<file path="src/rtl/async_oneway_receiver_pkg.sv">
// Shared constants and types for the one-way 6-bit packet link receiver.
package async_oneway_receiver_pkg;

    // Default datagram width carried by the link.
    localparam int MESSAGE_SIZE = 24;

    // Width of one packet on the link bus.
    localparam int PACKET_WIDTH = 6;

    // Number of packets needed to carry a datagram of msg_bits bits.
    function automatic int num_packets(input int msg_bits);
        return (msg_bits + PACKET_WIDTH - 1) / PACKET_WIDTH;
    endfunction

    // Receiver frame state.
    typedef enum logic [1:0] {
        IDLE   = 2'd0,
        FRAME  = 2'd1,
        COMMIT = 2'd2
    } rx_state_t;

endpackage

</file>
<file path="src/rtl/async_oneway_receiver_sync_edge_detect.sv">
// Multi-stage synchronizer for one asynchronous level, with rise/fall
// detection on the synchronized level using one extra history flop.
module sync_edge_detect #(
    parameter int SYNC_STAGES = 2
) (
    input  logic clk_send,
    input  logic rst,
    input  logic async_in,
    output logic level_s,
    output logic rise,
    output logic fall
);

    logic [SYNC_STAGES-1:0] sync_reg;
    logic [SYNC_STAGES-1:0] stage_d;
    logic                   prev_reg;

    // Each stage samples the previous one; stage 0 samples the raw pin.
    generate
        for (genvar gi = 0; gi < SYNC_STAGES; gi++) begin : g_stage
            if (gi == 0) begin : g_first
                assign stage_d[gi] = async_in;
            end else begin : g_rest
                assign stage_d[gi] = sync_reg[gi-1];
            end
        end
    endgenerate

    // Synchronizer chain plus history flop for edge detection.
    always_ff @(posedge clk_send or posedge rst) begin
        if (rst) begin
            sync_reg <= '0;
            prev_reg <= 1'b0;
        end else begin
            sync_reg <= stage_d;
            prev_reg <= sync_reg[SYNC_STAGES-1];
        end
    end

    assign level_s = sync_reg[SYNC_STAGES-1];
    assign rise    = level_s & ~prev_reg;
    assign fall    = ~level_s & prev_reg;

endmodule

</file>
<file path="src/rtl/async_oneway_receiver.sv">
// Receive end of the one-way 6-bit packet link. Synchronizes the frame
// control and packet strobe, reassembles packets LSB-first into a datagram
// and reports each frame as either a valid datagram or a frame error.
module async_oneway_receiver #(
    parameter int MESSAGE_SIZE = async_oneway_receiver_pkg::MESSAGE_SIZE,
    parameter int SYNC_STAGES  = 2
) (
    input  logic                    clk_send,
    input  logic                    rst,
    input  logic [5:0]              packet_in,
    input  logic                    transmit_ctrl,
    input  logic                    packet_pulse,
    output logic [MESSAGE_SIZE-1:0] datagram_out,
    output logic                    datagram_valid,
    output logic                    frame_error,
    output logic                    busy
);

    import async_oneway_receiver_pkg::*;

    localparam int NUM_PACKETS = num_packets(MESSAGE_SIZE);
    localparam int BUF_W       = NUM_PACKETS * PACKET_WIDTH;
    localparam int CNT_W       = $clog2(NUM_PACKETS + 1);
    localparam logic [CNT_W-1:0] CNT_FULL = CNT_W'(NUM_PACKETS);

    // New packet enters at the top; after NUM_PACKETS shifts the first
    // packet sits at bits [5:0]. Written with shifts so it also holds for
    // a single-packet buffer.
    function automatic logic [BUF_W-1:0] shift_in(input logic [BUF_W-1:0] b,
                                                  input logic [5:0]       p);
        return (b >> PACKET_WIDTH) | (BUF_W'(p) << (BUF_W - PACKET_WIDTH));
    endfunction

    logic ctrl_level, ctrl_rise, ctrl_fall;
    logic pulse_level, pulse_rise, pulse_fall;

    rx_state_t         state_reg, state_next;
    logic [CNT_W-1:0]  count_reg, count_next;
    logic [BUF_W-1:0]  buffer_reg, buffer_next;
    logic              overrun_reg, overrun_next;

    logic [MESSAGE_SIZE-1:0] datagram_reg, datagram_next;
    logic                    valid_reg, valid_next;
    logic                    error_reg, error_next;
    logic                    busy_reg, busy_next;
    logic                    commit_ok;

    sync_edge_detect #(.SYNC_STAGES(SYNC_STAGES)) u_ctrl_sync (
        .clk_send (clk_send),
        .rst      (rst),
        .async_in (transmit_ctrl),
        .level_s  (ctrl_level),
        .rise     (ctrl_rise),
        .fall     (ctrl_fall)
    );

    sync_edge_detect #(.SYNC_STAGES(SYNC_STAGES)) u_pulse_sync (
        .clk_send (clk_send),
        .rst      (rst),
        .async_in (packet_pulse),
        .level_s  (pulse_level),
        .rise     (pulse_rise),
        .fall     (pulse_fall)
    );

    // Synchronized levels and the strobe's falling edge are not needed by
    // the frame logic; only the edges that mark events are.
    logic unused_sync_taps;
    assign unused_sync_taps = ^{ctrl_level, pulse_level, pulse_fall};

    // State register and frame datapath registers.
    always_ff @(posedge clk_send or posedge rst) begin
        if (rst) begin
            state_reg   <= IDLE;
            count_reg   <= '0;
            buffer_reg  <= '0;
            overrun_reg <= 1'b0;
        end else begin
            state_reg   <= state_next;
            count_reg   <= count_next;
            buffer_reg  <= buffer_next;
            overrun_reg <= overrun_next;
        end
    end

    // Next-state and packet accumulation. packet_in is sampled without a
    // synchronizer: it has been stable for SYNC_STAGES cycles by the time
    // the synchronized strobe edge appears.
    always_comb begin
        state_next   = state_reg;
        count_next   = count_reg;
        buffer_next  = buffer_reg;
        overrun_next = overrun_reg;
        case (state_reg)
            IDLE: begin
                if (ctrl_rise) begin
                    state_next   = FRAME;
                    count_next   = '0;
                    buffer_next  = '0;
                    overrun_next = 1'b0;
                    // Strobe coinciding with frame start is packet 0.
                    if (pulse_rise) begin
                        buffer_next = shift_in('0, packet_in);
                        count_next  = CNT_W'(1);
                    end
                end
            end
            FRAME: begin
                // A packet arriving with the frame end is still accepted.
                if (pulse_rise) begin
                    if (count_reg < CNT_FULL) begin
                        buffer_next = shift_in(buffer_reg, packet_in);
                        count_next  = count_reg + CNT_W'(1);
                    end else begin
                        overrun_next = 1'b1;
                    end
                end
                if (ctrl_fall) begin
                    state_next = COMMIT;
                end
            end
            COMMIT: begin
                state_next = IDLE;
            end
            default: begin
                state_next = IDLE;
            end
        endcase
    end

    // Output decode: judge the frame during COMMIT, busy tracks FRAME.
    always_comb begin
        commit_ok     = (state_reg == COMMIT) && (count_reg == CNT_FULL) && !overrun_reg;
        valid_next    = commit_ok;
        error_next    = (state_reg == COMMIT) && !commit_ok;
        datagram_next = commit_ok ? buffer_reg[MESSAGE_SIZE-1:0] : datagram_reg;
        busy_next     = (state_next == FRAME);
    end

    // Registered outputs so nothing downstream sees decode glitches.
    always_ff @(posedge clk_send or posedge rst) begin
        if (rst) begin
            datagram_reg <= '0;
            valid_reg    <= 1'b0;
            error_reg    <= 1'b0;
            busy_reg     <= 1'b0;
        end else begin
            datagram_reg <= datagram_next;
            valid_reg    <= valid_next;
            error_reg    <= error_next;
            busy_reg     <= busy_next;
        end
    end

    assign datagram_out   = datagram_reg;
    assign datagram_valid = valid_reg;
    assign frame_error    = error_reg;
    assign busy           = busy_reg;

endmodule

</file>
<file path="config.mk">
export PLATFORM = sky130hd
export DESIGN_NAME = async_oneway_receiver
export DESIGN_NICKNAME = d
export VERILOG_FILES = /design/src/rtl/async_oneway_receiver_pkg.sv /design/src/rtl/async_oneway_receiver_sync_edge_detect.sv /design/src/rtl/async_oneway_receiver.sv
export SDC_FILE = /design/constraint.sdc
export NUM_CORES = 1
export LEC_CHECK = 0
export BUFFER_PORTS_ARGS = -buffer_cell sky130_fd_sc_hd__clkbuf_2
export CAP_MARGIN = 20
export CORE_UTILIZATION = 50
export DETAILED_ROUTE_END_ITERATION = 10
export PLACE_DENSITY = 0.74
export SYNTH_ARGS = -nofsm -noshare
export SYNTH_HDL_FRONTEND = slang
export SYNTH_SLANG_ARGS = --single-unit
export TNS_END_PERCENT = 30
</file>
<file path="constraint.sdc">
create_clock -name clk_send -period 1.6 [get_ports clk_send]
set_input_delay 0.08 -clock clk_send [delete_from_list [all_inputs] [get_ports clk_send]]
set_output_delay 0.08 -clock clk_send [all_outputs]
set_load 0.02 [all_outputs]
</file>
**Yosys cells after proc, flatten, opt, wreduce, memory -nomap -nowiden**

Cells that the tools add are included.

- Register bits after elaboration: 63
- Latch bits: 0
- Bits in writable memories: 0
- Bits in read-only memories: 0
- Input port bits: 10
- Output and inout port bits: 27
- Logic and storage cells: 55
- Memories: 0

- Add/sub/neg operators: 1
- Multipliers: 0
- Div/mod/pow operators: 0
- Order comparisons: 1
- Eq/ne operators: 8
- Shift-type cells: 0
- Muxes and demuxes: 17
- Bitwise gates (word level): 7
- Reduce and logical (&&, ||, !) cells: 9

Operator list:

| kind | count |
|---|---|
| $mux 24 | 4 |
| $pmux 24 s2 | 1 |
| $or 18x24->24 | 1 |
| $mux 3 | 3 |
| $ne 2x2->1 const B | 4 |
| $reduce_and 4->1 | 2 |
| $pmux 3 s2 | 1 |
| $eq 2x1->1 const B | 2 |
| $mux 1 | 4 |
| $mux 2 | 2 |
| $pmux 2 s2 | 1 |
| $add 3x1->3 const B | 1 |
| $and 1x1->1 | 3 |
| $eq 3x3->1 const B | 1 |
| $logic_and 1x1->1 | 3 |
| $lt 3x3->1 const B | 1 |
| $not 1->1 | 3 |
| $eq 2x2->1 const B | 1 |
| $logic_not 1->1 | 2 |
| $logic_not 2->1 | 1 |
| $pmux 1 s2 | 1 |
| $reduce_bool 2->1 | 1 |

**Logic depth before layout (Yosys ltp)**

- Word-level depth: 5
- Mapped depth: 6
- Gate-level depth less buffers: 5

**Hierarchy**

From an unflattened synthesis, not the netlist that was laid out.

- Cell total of the unflattened synthesis: 203
- Area total of the unflattened synthesis: 2563.7 um^2

Modules (own cells, without submodules):

| module | times used | cells each | area each (um^2) | seq. area each (um^2) |
|---|---|---|---|---|
| async_oneway_receiver | 1 | 191 | 2376.0 | 1426.4 |
| sync_edge_detect | 2 | 6 | 93.8 | 75.1 |

**Worst setup path before layout**

Ideal clock, no wire load.

- Path kind: register to register
- Start point: reg count_reg[0]
- End point: reg datagram_reg[10] (netlist: datagram_out[10])
- Library setup time: 0.125 ns
- Arrival: 1.446 ns
- Data required time: 1.475 ns
- Path slack: 0.030 ns
- Stages on the path, launching flop included: 7
- Path buffers: 1
- Period minus slack after synthesis: 1.570 ns
- Cell sequence: dfrtp_1 inv_1 ha_1 nand2_1 nor3_4 buf_6 mux2_2

- Word-level cells in the longest chain between the ends: 3

Ends and longest elaborated chain:

| item | RTL line | text |
|---|---|---|
| from (decl) | async_oneway_receiver.sv:38 | `logic [CNT_W-1:0] count_reg, count_next;` |
| from (signal assigned) | async_oneway_receiver.sv:80 | `count_reg <= count_next;` |
| $eq 3x3->1 | async_oneway_receiver.sv:133 | `commit_ok = (state_reg == COMMIT) && (count_reg == CNT_FULL) && !overrun_reg;` |
| $logic_and 1x1->1 (2 in series) | async_oneway_receiver.sv:133 |  |
| to (signal assigned) | async_oneway_receiver.sv:148 | `datagram_reg <= datagram_next;` |
| to (decl) | async_oneway_receiver.sv:42 | `logic [MESSAGE_SIZE-1:0] datagram_reg, datagram_next;` |

Every way passes these cells.
A chain may end at the register's enable or synchronous reset.

**Worst setup path in the final report**

- Start point: reg count_reg[1]
- End point: reg datagram_reg[6] (netlist: datagram_out[6])

The elaborated chain is that of the path after synthesis.

==> summary.md <==
| Metric | Value |
|---|---|
| Status | complete, but fails checks |
| Failing checks | design-rule violations |
| Slowest stage cell, crit path | dfrtp_1 |
| Hold depth | 3 |
| Max Freq | roughly 0.65 GHz |
| Worst vdd ir | 0.0007499 V |
| HP Start | packet_in[4] |
| Drt wl/cell | 15.20 um |
| Power per Cell Area | between 1000 and 1500 nW/um2 |
| RSZ-0062 raised after global routing | false |
| Gr ovfl total | 0 |
| Initial antenna violation count | 0 |
| Warnings, synthesis | 0 |
| Clock latency on the worst-skew pair | around 0.33 ns |
| Largest net degree at the start of global routing | 64 |
| Startpoint Class | flop |
| Area Overhead vs Synth | 21.68% |
| Post-CTS setup buffer count | 0 |
| DR vias | approximately 1,500 |
| FF-to-FF End | datagram_out[6] |
| Top cell type's share of synthesized area | 65.52% |
| Nets | about 230 |
| P_leak | between 1.5 and 2 nW |
| Multi-input gate area | approximately 730 um2 |
| Hold WC Path Type | primary input to flop |
| Final WL | 4103 um |
| Post-synth EDFFs | 0 |
| Placer congestion estimate | 0.8177 |
| CTS max path bufs | 2 |
| Layout cells sized above 1 | 40.37% |
| I/O Buffers | 36 |
| Clock share of power | a little over a third |
| I/O pins | 37 |
| GR Util All Layers | 19.43% |
| Slew Limit Fails | 0 |
| # clock sinks | 63 |
| Most frequent cells in the layout | dfrtp_1 (62), clkbuf_2 (36), mux2_2 (24) |
| Sequential cell area | 1578 um2 |
| Critical Path Sink Type | flop |
| Clock Skew | 0.007608 ns |
| Yosys cell types | 23 |
| Worst Tran Pin Value | 0.5556 ns |
| CP max FO | 25 |
| Num CTS Buffers | 9 |
| Sequential Power Share | 51.9% |
| Fill cell count | 329 |
| Fin crit share | 95.50% |
| Final hold vios | 0 |
| Top cells by area, synth | dfrtp_1 (66%), mux2_2 (11%), a22o_1 (7.3%) |
| Syn Inst Count | 165 |
| Flop2flop setup slack | between 0.07 and 0.08 ns |
| Core area | between 4000 and 5000 um2 |
| Area leader, netlist | dfrtp_1 |
| Syn avg cell area | 14.58 um2 |
| Rel. slew slack | 62.44% |
| MaxCap Viol Count | 0 |
| Setup CP Type | flop to flop |
| Row cnt | 24 |
| Final setup vio count | 0 |
| Combinational share of power | 12.3% |
| DIE WIDTH | just over 70 um |
| Final WS setup | 0.07206 ns |
| Most common cell after layout, fill and taps aside | dfrtp_1 |
| H-Tree Depth | 3 |
| Worst hold margin | 0.01198 ns |
| DRT iter0 DRCs | 83 |
| WP data required | 1.80 ns |
| Ant diodes | 0 |
| # DRC | 5 |
| Synthesized area | 2406 um2 |
| Vias in the first global route | around 1,600 |
| Reg clk slew, reported paths | 0.07 ns |
| Die height | 71.37 um |
| Psw | 0.0009380 W |
| Flops & latches, synth | 63 |
| Max stage delay on crit path | 0.40 ns |
| Detailed-route vias per instance | 5.485 |
| Dpl ws | -0.04778 ns |
| Async S/R FF share, synth | 100.0% |
| First-pass GRT wire length | 7410 um |
| Register area share after synthesis | 65.52% |
| Cell Int Power | 0.002790 W |
| Arrival @ worst endpoint | ~1.7 ns |
| CP cell instances | inv_1 > ha_1 > nand2_2 > nor3_4 > buf_12 > mux2_2 |
| CTS tree | built |
| DP HPWL | approximately 2700 um |
| Full die area | 5094 um2 |
| Router iterations before antenna repair | 8 |
| Switching share of power | 25.16% |
| Detail Route Antenna Nets | 0 |
| Initial core utilization | around 54% |
| CTS root buf | clkbuf_8 |
| Synthesized Nets | 177 |
| R2R cell count | 6 |
| Top FF cell, synth | dfrtp_1 |
| Hold EP | buffer_reg[22] |
| Worst r2r src | count_reg[1] |
| Post-layout minimum cycle time | 1.528 ns |
-- power by group through the flow --
| stage | combinational (W) | clock [W] | sequential [W] |
|---|---|---|---|
| floorplan | 0.000304 | 0 | 0.00193 |
| detailed placement | 0.000451 | 0 | 0.00196 |
| global placement | 0.000430 | 0 | 0.00194 |
| CTS | 0.000463 | 0.00137 | 0.00193 |
| global route | 0.000523 | 0.00145 | 0.00196 |
| finish | 0.000458 | 0.00134 | 0.00193 |
-- per-stage QoR --
| stage | setup TNS (ns) | power [W] | instances | cell area [um2] | utilization, % |
|---|---|---|---|---|---|
| 4_1_cts | 0 | 0.003761 | 270 | 2924 | 65.35 |
| 6_report | 0 | 0.003728 | 270 | 2928 | 65.44 |
| 3_5_place_dp | -0.6556 | 0.002410 | 250 | 2676 | 59.82 |
| 3_3_place_gp | 0 | 0.002371 | 250 | 2676 | 59.82 |
| 5_1_grt | 0 | 0.003934 | 270 | 2928 | 65.44 |
| 2_1_floorplan | 0 | 0.002236 | 165 | 2410 | - |
-- final cells by class --
class                   count  share of cell area, %
clock buffers              11                  5.171
well taps                  52                  2.222
repair buffers             47                  10.68
clock inverters             4                  1.538
inverters                  10                  1.410
flip-flops and latches     63                  53.89
multi-input cells          83                  25.09
-- cells in the mapped netlist (all sizes together), types with 2 or more instances --
library cell   n
ha             2
a31oi          2
buf            7
and3b          3
nand2          2
o21ai          8
a21oi          3
a22o          20
mux2i          6
nor2b          2
nor2           5
mux2          24
clkbuf         2
inv           10
dfrtp         63
-- layer usage --
layer | part of all wire (%) | vias to the layer above | track usage, % | wire (um)
met5 | 0 | - | 0 | 0
met4 | 2.3 | 0 | 10.44 | 95
met3 | 3.7 | 11 | 4.501 | 151
met2 | 48 | 43 | 29.84 | 1983
met1 | 46 | 736 | 25.94 | 1873
li1 | - | 691 | - | -
-- critical path, delay by kind of cell, from the launching register on --
kind	cells	cell delay [ns]
AND/OR/NAND/NOR	2	0.23
multiplexers	1	0.35
adder cells (fa/ha/maj)	1	0.15
flip-flops	1	0.40
buffers and inverters	2	0.26
-- what timing repair did --
item                                    in CTS  in global routing
hold buffers                                 5                  0
gates resized for setup                      1                  2
endpoints found under the setup margin      19                 10
hold endpoints to repair                    67                  0
-- cells by family (layout without fill, tap and decap cells) --
family	after synthesis	count (layout)	share of synthesized area (%)
compound gates	35	35	10.97
fa+ha+maj	2	2	1.040
buf+inv	19	72	4.108
flops	63	63	65.52
mux	30	30	13.73
simple gates	16	16	4.629
-- how the worst max path moves through the flow --
stage            startpoint          endpoint  slack [ns]
3_3_place_gp   state_reg[0]     buffer_reg[5]        0.06
2_1_floorplan  count_reg[0]  datagram_out[10]        0.03
3_5_place_dp   state_reg[0]    buffer_reg[14]       -0.05
6_report       count_reg[1]   datagram_out[6]        0.07
5_1_grt        count_reg[1]   datagram_out[6]       0.008
4_1_cts        count_reg[0]   datagram_out[6]        0.03
Note: power is estimated with default switching activity, not from simulation.
